[config.mk]
export PLATFORM = sky130hd
export DESIGN_NAME = alu_mul_seq
export DESIGN_NICKNAME = d
export VERILOG_FILES = /design/src/rtl/alu_mul_seq_pkg.sv /design/src/rtl/alu_mul_seq_alu.sv /design/src/rtl/alu_mul_seq.sv
export SDC_FILE = /design/constraint.sdc
export NUM_CORES = 1
export LEC_CHECK = 0
export ABC_AREA = 0
export ABC_CLOCK_PERIOD_IN_PS = 5200
export CAP_MARGIN = 30
export CELL_PAD_IN_SITES_DETAIL_PLACEMENT = 1
export CELL_PAD_IN_SITES_GLOBAL_PLACEMENT = 2
export CORE_ASPECT_RATIO = 1.5
export CORE_MARGIN = 2
export CORE_UTILIZATION = 38
export CTS_CLUSTER_SIZE = 20
export DETAILED_ROUTE_END_ITERATION = 10
export DONT_BUFFER_PORTS = 1
export GPL_TIMING_DRIVEN = 0
export PLACE_DENSITY = 0.84
export SETUP_SLACK_MARGIN = 0.1
export SYNTH_ARGS = -nofsm -noshare
export SYNTH_HDL_FRONTEND = slang
export SYNTH_SLANG_ARGS = --single-unit
[constraint.sdc]
create_clock -name clk -period 5.2 [get_ports clk]
set_input_delay 1.04 -clock clk [delete_from_list [all_inputs] [get_ports clk]]
set_output_delay 1.04 -clock clk [all_outputs]
set_load 0.005 [all_outputs]
[src/rtl/alu_mul_seq_pkg.sv]
// Shared definitions for the multiply sequencer and its ALU.
//   WIDTH      : datapath width shared by the ALU and the sequencer
//   alu_func_e : ALU operation codes
//   state_e    : sequencer state encoding
package alu_mul_seq_pkg;

  localparam int WIDTH = 16;

  typedef enum logic [2:0] {
    ALU_ADD = 3'b000,
    ALU_SUB = 3'b001,
    ALU_INC = 3'b010,
    ALU_SHL = 3'b011,
    ALU_SHR = 3'b100,
    ALU_AND = 3'b101,
    ALU_ORR = 3'b110,
    ALU_NOT = 3'b111
  } alu_func_e;

  typedef enum logic [1:0] {
    ST_IDLE = 2'd0,
    ST_RUN  = 2'd1,
    ST_DONE = 2'd2
  } state_e;

endpackage

[src/rtl/alu_mul_seq_alu.sv]
// Shared combinational ALU.
// Ports:
//   func_i : operation code (alu_func_e)
//   a_i    : operand A
//   b_i    : operand B
//   r_o    : result
//   z_o    : result is zero
//   n_o    : result MSB
//   c_o    : carry out (ADD/INC), no-borrow (SUB), shifted-out bit (SHL/SHR),
//            0 for logic ops
module alu_mul_seq_alu
  import alu_mul_seq_pkg::*;
#(
  parameter int WIDTH = alu_mul_seq_pkg::WIDTH
) (
  input  logic [2:0]       func_i,
  input  logic [WIDTH-1:0] a_i,
  input  logic [WIDTH-1:0] b_i,
  output logic [WIDTH-1:0] r_o,
  output logic             z_o,
  output logic             n_o,
  output logic             c_o
);

  // One extra bit on top carries c_o for every operation.
  logic [WIDTH:0] res;

  always_comb begin
    res = '0;
    case (alu_func_e'(func_i))
      ALU_ADD: res = {1'b0, a_i} + {1'b0, b_i};
      ALU_SUB: res = {1'b0, a_i} + {1'b0, ~b_i} + (WIDTH+1)'(1);
      ALU_INC: res = {1'b0, a_i} + (WIDTH+1)'(1);
      ALU_SHL: res = {a_i, 1'b0};
      ALU_SHR: res = {a_i[0], 1'b0, a_i[WIDTH-1:1]};
      ALU_AND: res = {1'b0, a_i & b_i};
      ALU_ORR: res = {1'b0, a_i | b_i};
      ALU_NOT: res = {1'b0, ~a_i};
      default: res = '0;
    endcase
  end

  assign r_o = res[WIDTH-1:0];
  assign c_o = res[WIDTH];
  assign z_o = (res[WIDTH-1:0] == '0);
  assign n_o = res[WIDTH-1];

endmodule

[src/rtl/alu_mul_seq.sv]
// Multi-cycle unsigned multiplier: shift-add using one ALU ADD per cycle.
// Ports:
//   clk     : clock, rising edge
//   rst     : asynchronous active-high reset
//   start_i : request, honoured only in IDLE or DONE
//   a_i     : multiplicand, captured on accept
//   b_i     : multiplier, captured on accept
//   busy_o  : high while iterating
//   done_o  : one-cycle pulse, product valid
//   hi_o    : product bits [2*WIDTH-1:WIDTH]
//   lo_o    : product bits [WIDTH-1:0]
//   zero_o  : product == 0, updated with done
//   ovf_o   : hi != 0, updated with done
//
// state   | meaning
// --------+------------------------------------------------------------
// ST_IDLE | waiting for start; results from the last operation held
// ST_RUN  | one shift-add iteration per cycle, ITERS cycles total
// ST_DONE | product valid for one cycle; start here chains a new op
module alu_mul_seq
  import alu_mul_seq_pkg::*;
#(
  parameter int WIDTH = alu_mul_seq_pkg::WIDTH,
  parameter int ITERS = 16
) (
  input  logic             clk,
  input  logic             rst,
  input  logic             start_i,
  input  logic [WIDTH-1:0] a_i,
  input  logic [WIDTH-1:0] b_i,
  output logic             busy_o,
  output logic             done_o,
  output logic [WIDTH-1:0] hi_o,
  output logic [WIDTH-1:0] lo_o,
  output logic             zero_o,
  output logic             ovf_o
);

  localparam int CNT_W = $clog2(ITERS);

  state_e             state_q, state_d;
  logic [WIDTH-1:0]   m_q, m_d;
  logic [WIDTH-1:0]   p_hi_q, p_hi_d;
  logic [WIDTH-1:0]   p_lo_q, p_lo_d;
  logic [CNT_W-1:0]   cnt_q, cnt_d;
  logic               zero_q, zero_d;
  logic               ovf_q, ovf_d;

  logic [2:0]         alu_func;
  logic [WIDTH-1:0]   alu_a;
  logic [WIDTH-1:0]   alu_b;
  logic [WIDTH-1:0]   alu_r;
  logic               alu_c;
  logic [1:0]         unused_alu_flags;

  alu_mul_seq_alu #(
    .WIDTH (WIDTH)
  ) u_alu (
    .func_i (alu_func),
    .a_i    (alu_a),
    .b_i    (alu_b),
    .r_o    (alu_r),
    .z_o    (unused_alu_flags[0]),
    .n_o    (unused_alu_flags[1]),
    .c_o    (alu_c)
  );

  always_ff @(posedge clk or posedge rst) begin
    if (rst) begin
      state_q <= ST_IDLE;
      m_q     <= '0;
      p_hi_q  <= '0;
      p_lo_q  <= '0;
      cnt_q   <= '0;
      zero_q  <= 1'b0;
      ovf_q   <= 1'b0;
    end else begin
      state_q <= state_d;
      m_q     <= m_d;
      p_hi_q  <= p_hi_d;
      p_lo_q  <= p_lo_d;
      cnt_q   <= cnt_d;
      zero_q  <= zero_d;
      ovf_q   <= ovf_d;
    end
  end

  always_comb begin
    state_d  = state_q;
    m_d      = m_q;
    p_hi_d   = p_hi_q;
    p_lo_d   = p_lo_q;
    cnt_d    = cnt_q;
    zero_d   = zero_q;
    ovf_d    = ovf_q;
    alu_func = ALU_ADD;
    alu_a    = '0;
    alu_b    = '0;

    case (state_q)
      ST_IDLE, ST_DONE: begin
        if (start_i) begin
          m_d     = a_i;
          p_hi_d  = '0;
          p_lo_d  = b_i;
          cnt_d   = '0;
          state_d = ST_RUN;
        end else begin
          state_d = ST_IDLE;
        end
      end

      ST_RUN: begin
        alu_a  = p_hi_q;
        alu_b  = p_lo_q[0] ? m_q : '0;
        // Shift {carry, sum, P_lo} right by one: the ALU carry becomes the
        // new MSB of P_hi, so no bit of the partial product is ever lost.
        p_hi_d = {alu_c, alu_r[WIDTH-1:1]};
        p_lo_d = {alu_r[0], p_lo_q[WIDTH-1:1]};
        cnt_d  = cnt_q + CNT_W'(1);
        if (cnt_q == CNT_W'(ITERS - 1)) begin
          state_d = ST_DONE;
          zero_d  = ({p_hi_d, p_lo_d} == '0);
          ovf_d   = (p_hi_d != '0);
        end
      end

      default: state_d = ST_IDLE;
    endcase
  end

  assign busy_o = (state_q == ST_RUN);
  assign done_o = (state_q == ST_DONE);
  assign hi_o   = p_hi_q;
  assign lo_o   = p_lo_q;
  assign zero_o = zero_q;
  assign ovf_o  = ovf_q;

endmodule

# Word level (Yosys, flattened, before mapping)
# Cells that the tools add are included.
[totals] register_bits=56 input_bits=35 wordCells=34
[op_classes] n_addsub=2 eq_ne=5 muxes=12 n_reduce_logical=8
[ops] op="$mux W16" n=5
[ops] op="$pmux W16 S2" n=2
[ops] op="$logic_not A32 Y1" n=1
[ops] op="$add A16 B16 Y17" n=1
[ops] op="$reduce_bool A16 Y1" n=1
[ops] op="$pmux W4 S2" n=1
[ops] op="$reduce_and A2 Y1" n=3
[ops] op="$add A4 B1 Y4 const B" n=1
[ops] op="$eq A4 B4 Y1 const B" n=1
[ops] op="$mux W4" n=1
[ops] op="$pmux W2 S2" n=1
[ops] op="$eq A2 B1 Y1 const B" n=1
[ops] op="$eq A2 B2 Y1 const B" n=1
[ops] op="$logic_not A2 Y1" n=1
[ops] op="$mux W2" n=1
[ops] op="$ne A2 B1 Y1 const B" n=1
[ops] op="$ne A2 B2 Y1 const B" n=1
[ops] op="$reduce_bool A2 Y1" n=1
[ops] op="$reduce_or A2 Y1" n=1
[ops] op="$mux W1" n=1

# Longest topological paths before layout
[logic_depth] word_depth=4 ltp_mapped=15 depth_no_buf=12

# Cells and area by module
# Synthesis repeated with hierarchy kept, for this count alone.
[unflattened] hier_cells=628 hier_area_um2=5700.5
[by_module_without_submodules] module="alu_mul_seq_alu" instances=1 cells_each=429 area_per_inst_um2=3163.0 seq_area_each_um2=0.0
[by_module_without_submodules] module="alu_mul_seq" instances=1 cells_each=199 area_per_inst_um2=2537.4 seq_area_each_um2=1401.3

# Worst setup path before layout
# Ideal clock, no wire load.
[synth_timing] kind="flip-flop to flip-flop" start="register state_q[0]" end="register ovf_q (netlist: ovf_o)" setup_time_ns=0.119 arrival_ns=3.813 t_required_ns=5.081 slack_ns=1.268 stages_incl_launch_ff=16 period_less_slack_ns=3.932 cell_sequence="dfrtp_1 -> nand2b_1 -> buf_4 -> inv_1 -> clkbuf_1 -> clkbuf_1 -> and2_1 -> ha_1 -> fa_1 -> a21o_1 -> a221oi_4 -> xnor2_1 -> or4_1 -> or4_1 -> or4_1 -> o21a_1"
[synth_between] elab_chain_cells=4 elab_cells_between_ends=6 classes_between="1 x add/sub; 1 x eq/ne; 2 x mux; 2 x reduce/logical"
[synth_rtl] element="start, declared" line="alu_mul_seq.sv:41" rtl="state_e state_q, state_d;"
[synth_rtl] element="start signal, assigned" line="alu_mul_seq.sv:78" rtl="state_q <= state_d;"
[synth_rtl] element="$eq A2 B1 Y1 (*)" line="alu_mul_seq.sv:100" rtl="case (state_q)"
[synth_rtl] element="$mux W16" line="alu_mul_seq.sv:100"
[synth_rtl] element="$add A16 B16 Y17" line="alu_mul_seq_alu.sv:31" rtl="ALU_ADD: res = {1'b0, a_i} + {1'b0, b_i};"
[synth_rtl] element="$reduce_bool A16 Y1" line="alu_mul_seq.sv:124" rtl="ovf_d = (p_hi_d != '0);"
[synth_rtl] element="end signal, assigned" line="alu_mul_seq.sv:84" rtl="ovf_q <= ovf_d;"
[synth_rtl] element="end, declared" line="alu_mul_seq.sv:47" rtl="logic ovf_q, ovf_d;"
# Every way passes the cells marked *; elsewhere a longest branch is shown, timed or not.
# A chain may end at the register's enable or synchronous reset.

# Worst setup path after layout
# Same ends and word-level chain as after synthesis.

==> results.cfg <==
[logic_synthesis]
synthDistinctLibCells = 45
synth_edf_count = 0
synth_cells = 385
yosysSeqAreaShare_pct = 41.7
synthSimpleGateAreaFrac_pct = 25.2
synth-xor-area-share_pct = 1.56
synth_compound_area_share_pct = 20.6
synth_fa_ha_area_share_pct = 6.93
synthMuxAreaShare_pct = 0.894
synth_fp_nets = 438
synth_top_family_by_area = simple AND/OR/NAND/NOR gates
ys_ff_latch = 56
synth_ff_type = dfrtp_1
yosysWarningCount = 0
netlist_area_um2 = 3360
async_reset_ff_share_pct = 100
avgSynthCellArea_um2 = 8.72

[worst_setup_path]
end_kind = register
critPathRequiredTime_ns = 5.39
cp.arrival_ns = 5.05
critPathLaunchType = register
crit_type = register to register
cp_max_fo = 10

[placement]
io_buffer_count = 0
place_congestion = 0.811
dpl.hpwl_mm = 8.04
postPlaceCellArea_um2 = 3520

[detailed_routing]
wl_per_cell_um = 20.1
drt-initial-drc-count = 124
drc = 0
via_per_inst = 5.87
final_antenna_net_count = 0
wl_met3_um = 565
num_vias = 2957
top_layer_used = met4
wirelength_mm = 10.1
wl_met2_mm = 5.37
dr.pass1.iters = 4
wl_met1_mm = 3.76

[final_layout]
final_nets = 446
multi_input_area_um2 = 1850
final_util_pct = 42.1
layout_common_cells = nand2_1 (95), dfrtp_1 (56), and3_1 (19), and2_1 (19), clkbuf_1 (18)
final_area_um2 = 3670
drive_above_1_share_pct = 4.57
final_common_cell = nand2_1
seq_area_um2 = 1400
fill_cells = 1066
syn_to_final_growth_pct = 9.35
antennaDiodeCount = 0

[cts]
cts_resized = 0
hold_buffers = 0
cts-root-buf = clkbuf_16
post_cts_buffers = 0
clock_latency_ns = 0.30
cts_tree = done
cts_buffer_depth = 2
numCtsBuffers = 5
cts_sinks = 56
htreeDepth = 2
path_clk_slew_ns = 0.08

[power]
power.total_mw = 2.44
vdd_ir_drop_max_mv = 0.327
p_per_area_nw_per_um2 = 665
p_leak_nw = 1.79

[global_routing]
track_usage_pct = 22.7
grt_max_degree = 37
grt_pass1_wl_mm = 16.7
grt_overflow_total = 0
grt_pass1_vias = 3285
antenna_found_initial = 0

[sta]
fin_crit_ns = 4.85
setup_viol = 0
fin_crit_sh_pct = 93.4
tightest_slew_ns = 0.791
grt_setup_unrepaired = no
max_slew_margin_pct = 47.3
finClkSkew_ns = 0.00855
tns_ns = 0
hold_ws_ns = 0.469
maxSlewViolCount = 0
clock.fmax_ghz = 0.206
hold_viol_final = 0

[die]
dieArea_um2 = 9620
initial_core_util_pct = 38.5
ios = 71
die_height_um = 119
die_w_um = 80.8
rows = 42
core_area_um2 = 8720

[hold_path]
hold_class = register to register

[flow_run]
maxCapViolations = 0

[run_status]
status = complete, no violations
-- metal layers --
metal  vias to the layer above  track usage [%]
met5                         -                0
met2                        85             40.8
met3                        30             6.21
met4                         0             10.2
met1                      1455             24.1
li1                       1387                -
-- critical path: stages (launching register included) --
cell and delay (ns):
dfrtp_1 0.41, nand2b_1 0.08, buf_4 0.20, inv_1 0.09, clkbuf_1 0.27, clkbuf_1 0.33
and2_1 0.25, ha_1 0.23, fa_1 0.44, a21o_1 0.23, a221oi_4 0.40, xnor2_1 0.17
or4_1 0.50, or4_1 0.45, or4_1 0.57, o21a_1 0.14
-- sequential cells by signal, summed over array words and instances (netlist names) --
register / count
ovf_o: 1
cnt_q: 4
m_q: 16
hi_o: 16
state_q: 2
lo_o: 16
zero_o: 1
-- area by class of cell --
| class | count | area share [%] |
|---|---|---|
| Clock inverter | 2 | 0.477 |
| Timing Repair Buffer | 1 | 0.545 |
| Sequential cell | 56 | 38.2 |
| Clock buffer | 6 | 3.78 |
| Tap cell | 110 | 3.75 |
| Buffer | 21 | 2.28 |
| Multi-Input combinational cell | 303 | 50.5 |
| Inverter | 5 | 0.511 |
-- per-stage QoR --
stage	setup WS, ns	std cells
floorplan	1.27	385
global placement	0.476	495
detailed placement	0.392	496
CTS	0.358	504
global route	0.139	504
finish	0.345	504
-- logic make-up after synthesis --
| logic type | Yosys count |
|---|---|
| simple gates | 180 |
| compound gates | 96 |
| flops | 56 |
| buf+inv | 26 |
| fa+ha+maj | 18 |
| xor+xnor | 6 |
| mux | 3 |
-- worst paths after layout --
| check | cells after the start | slack (ns) | to | start |
|---|---|---|---|---|
| worst max-delay path | 15 | 0.35 | ovf_o | state_q[0] |
| worst min-delay path | 2 | 0.47 | m_q[11] | m_q[11] |
| worst max register to register | 15 | 0.35 | ovf_o | state_q[0] |
| worst min register to register | 2 | 0.47 | m_q[11] | m_q[11] |
| max in group asynchronous | 2 | 4.00 | m_q[13] | rst |
| min in group asynchronous | 1 | 0.63 | hi_o[1] | rst |
-- power breakdown --
part	total (mW)	internal (mW)	switching [mW]
Clock	0.370	0.196	0.174
Sequential	0.816	0.631	0.185
Combinational	1.26	0.486	0.769
-- cells in the mapped netlist, types with 3 or more instances --
cell type / count / area [µm²]
a211oi_1: 7 / 52.6
a21o_1: 6 / 45.0
a21oi_1: 17 / 85.1
a22o_1: 9 / 78.8
a22oi_1: 16 / 120
and2_1: 19 / 119
and3_1: 19 / 119
clkbuf_1: 18 / 67.6
dfrtp_1: 56 / 1400
ha_1: 17 / 213
inv_1: 5 / 18.8
mux2i_1: 3 / 30.0
nand2_1: 95 / 357
nand2b_1: 3 / 18.8
nand3_1: 6 / 30.0
nand4_1: 3 / 18.8
nor2_1: 15 / 56.3
nor2b_1: 4 / 25.0
nor3_1: 6 / 30.0
nor4_1: 4 / 25.0
o211ai_1: 5 / 37.5
o21a_1: 6 / 45.0
o21ai_0: 13 / 65.1
o31ai_1: 4 / 30.0
or4_1: 3 / 22.5
xnor2_1: 3 / 26.3
xor2_1: 3 / 26.3
Note: power is estimated with default switching activity, not from simulation.
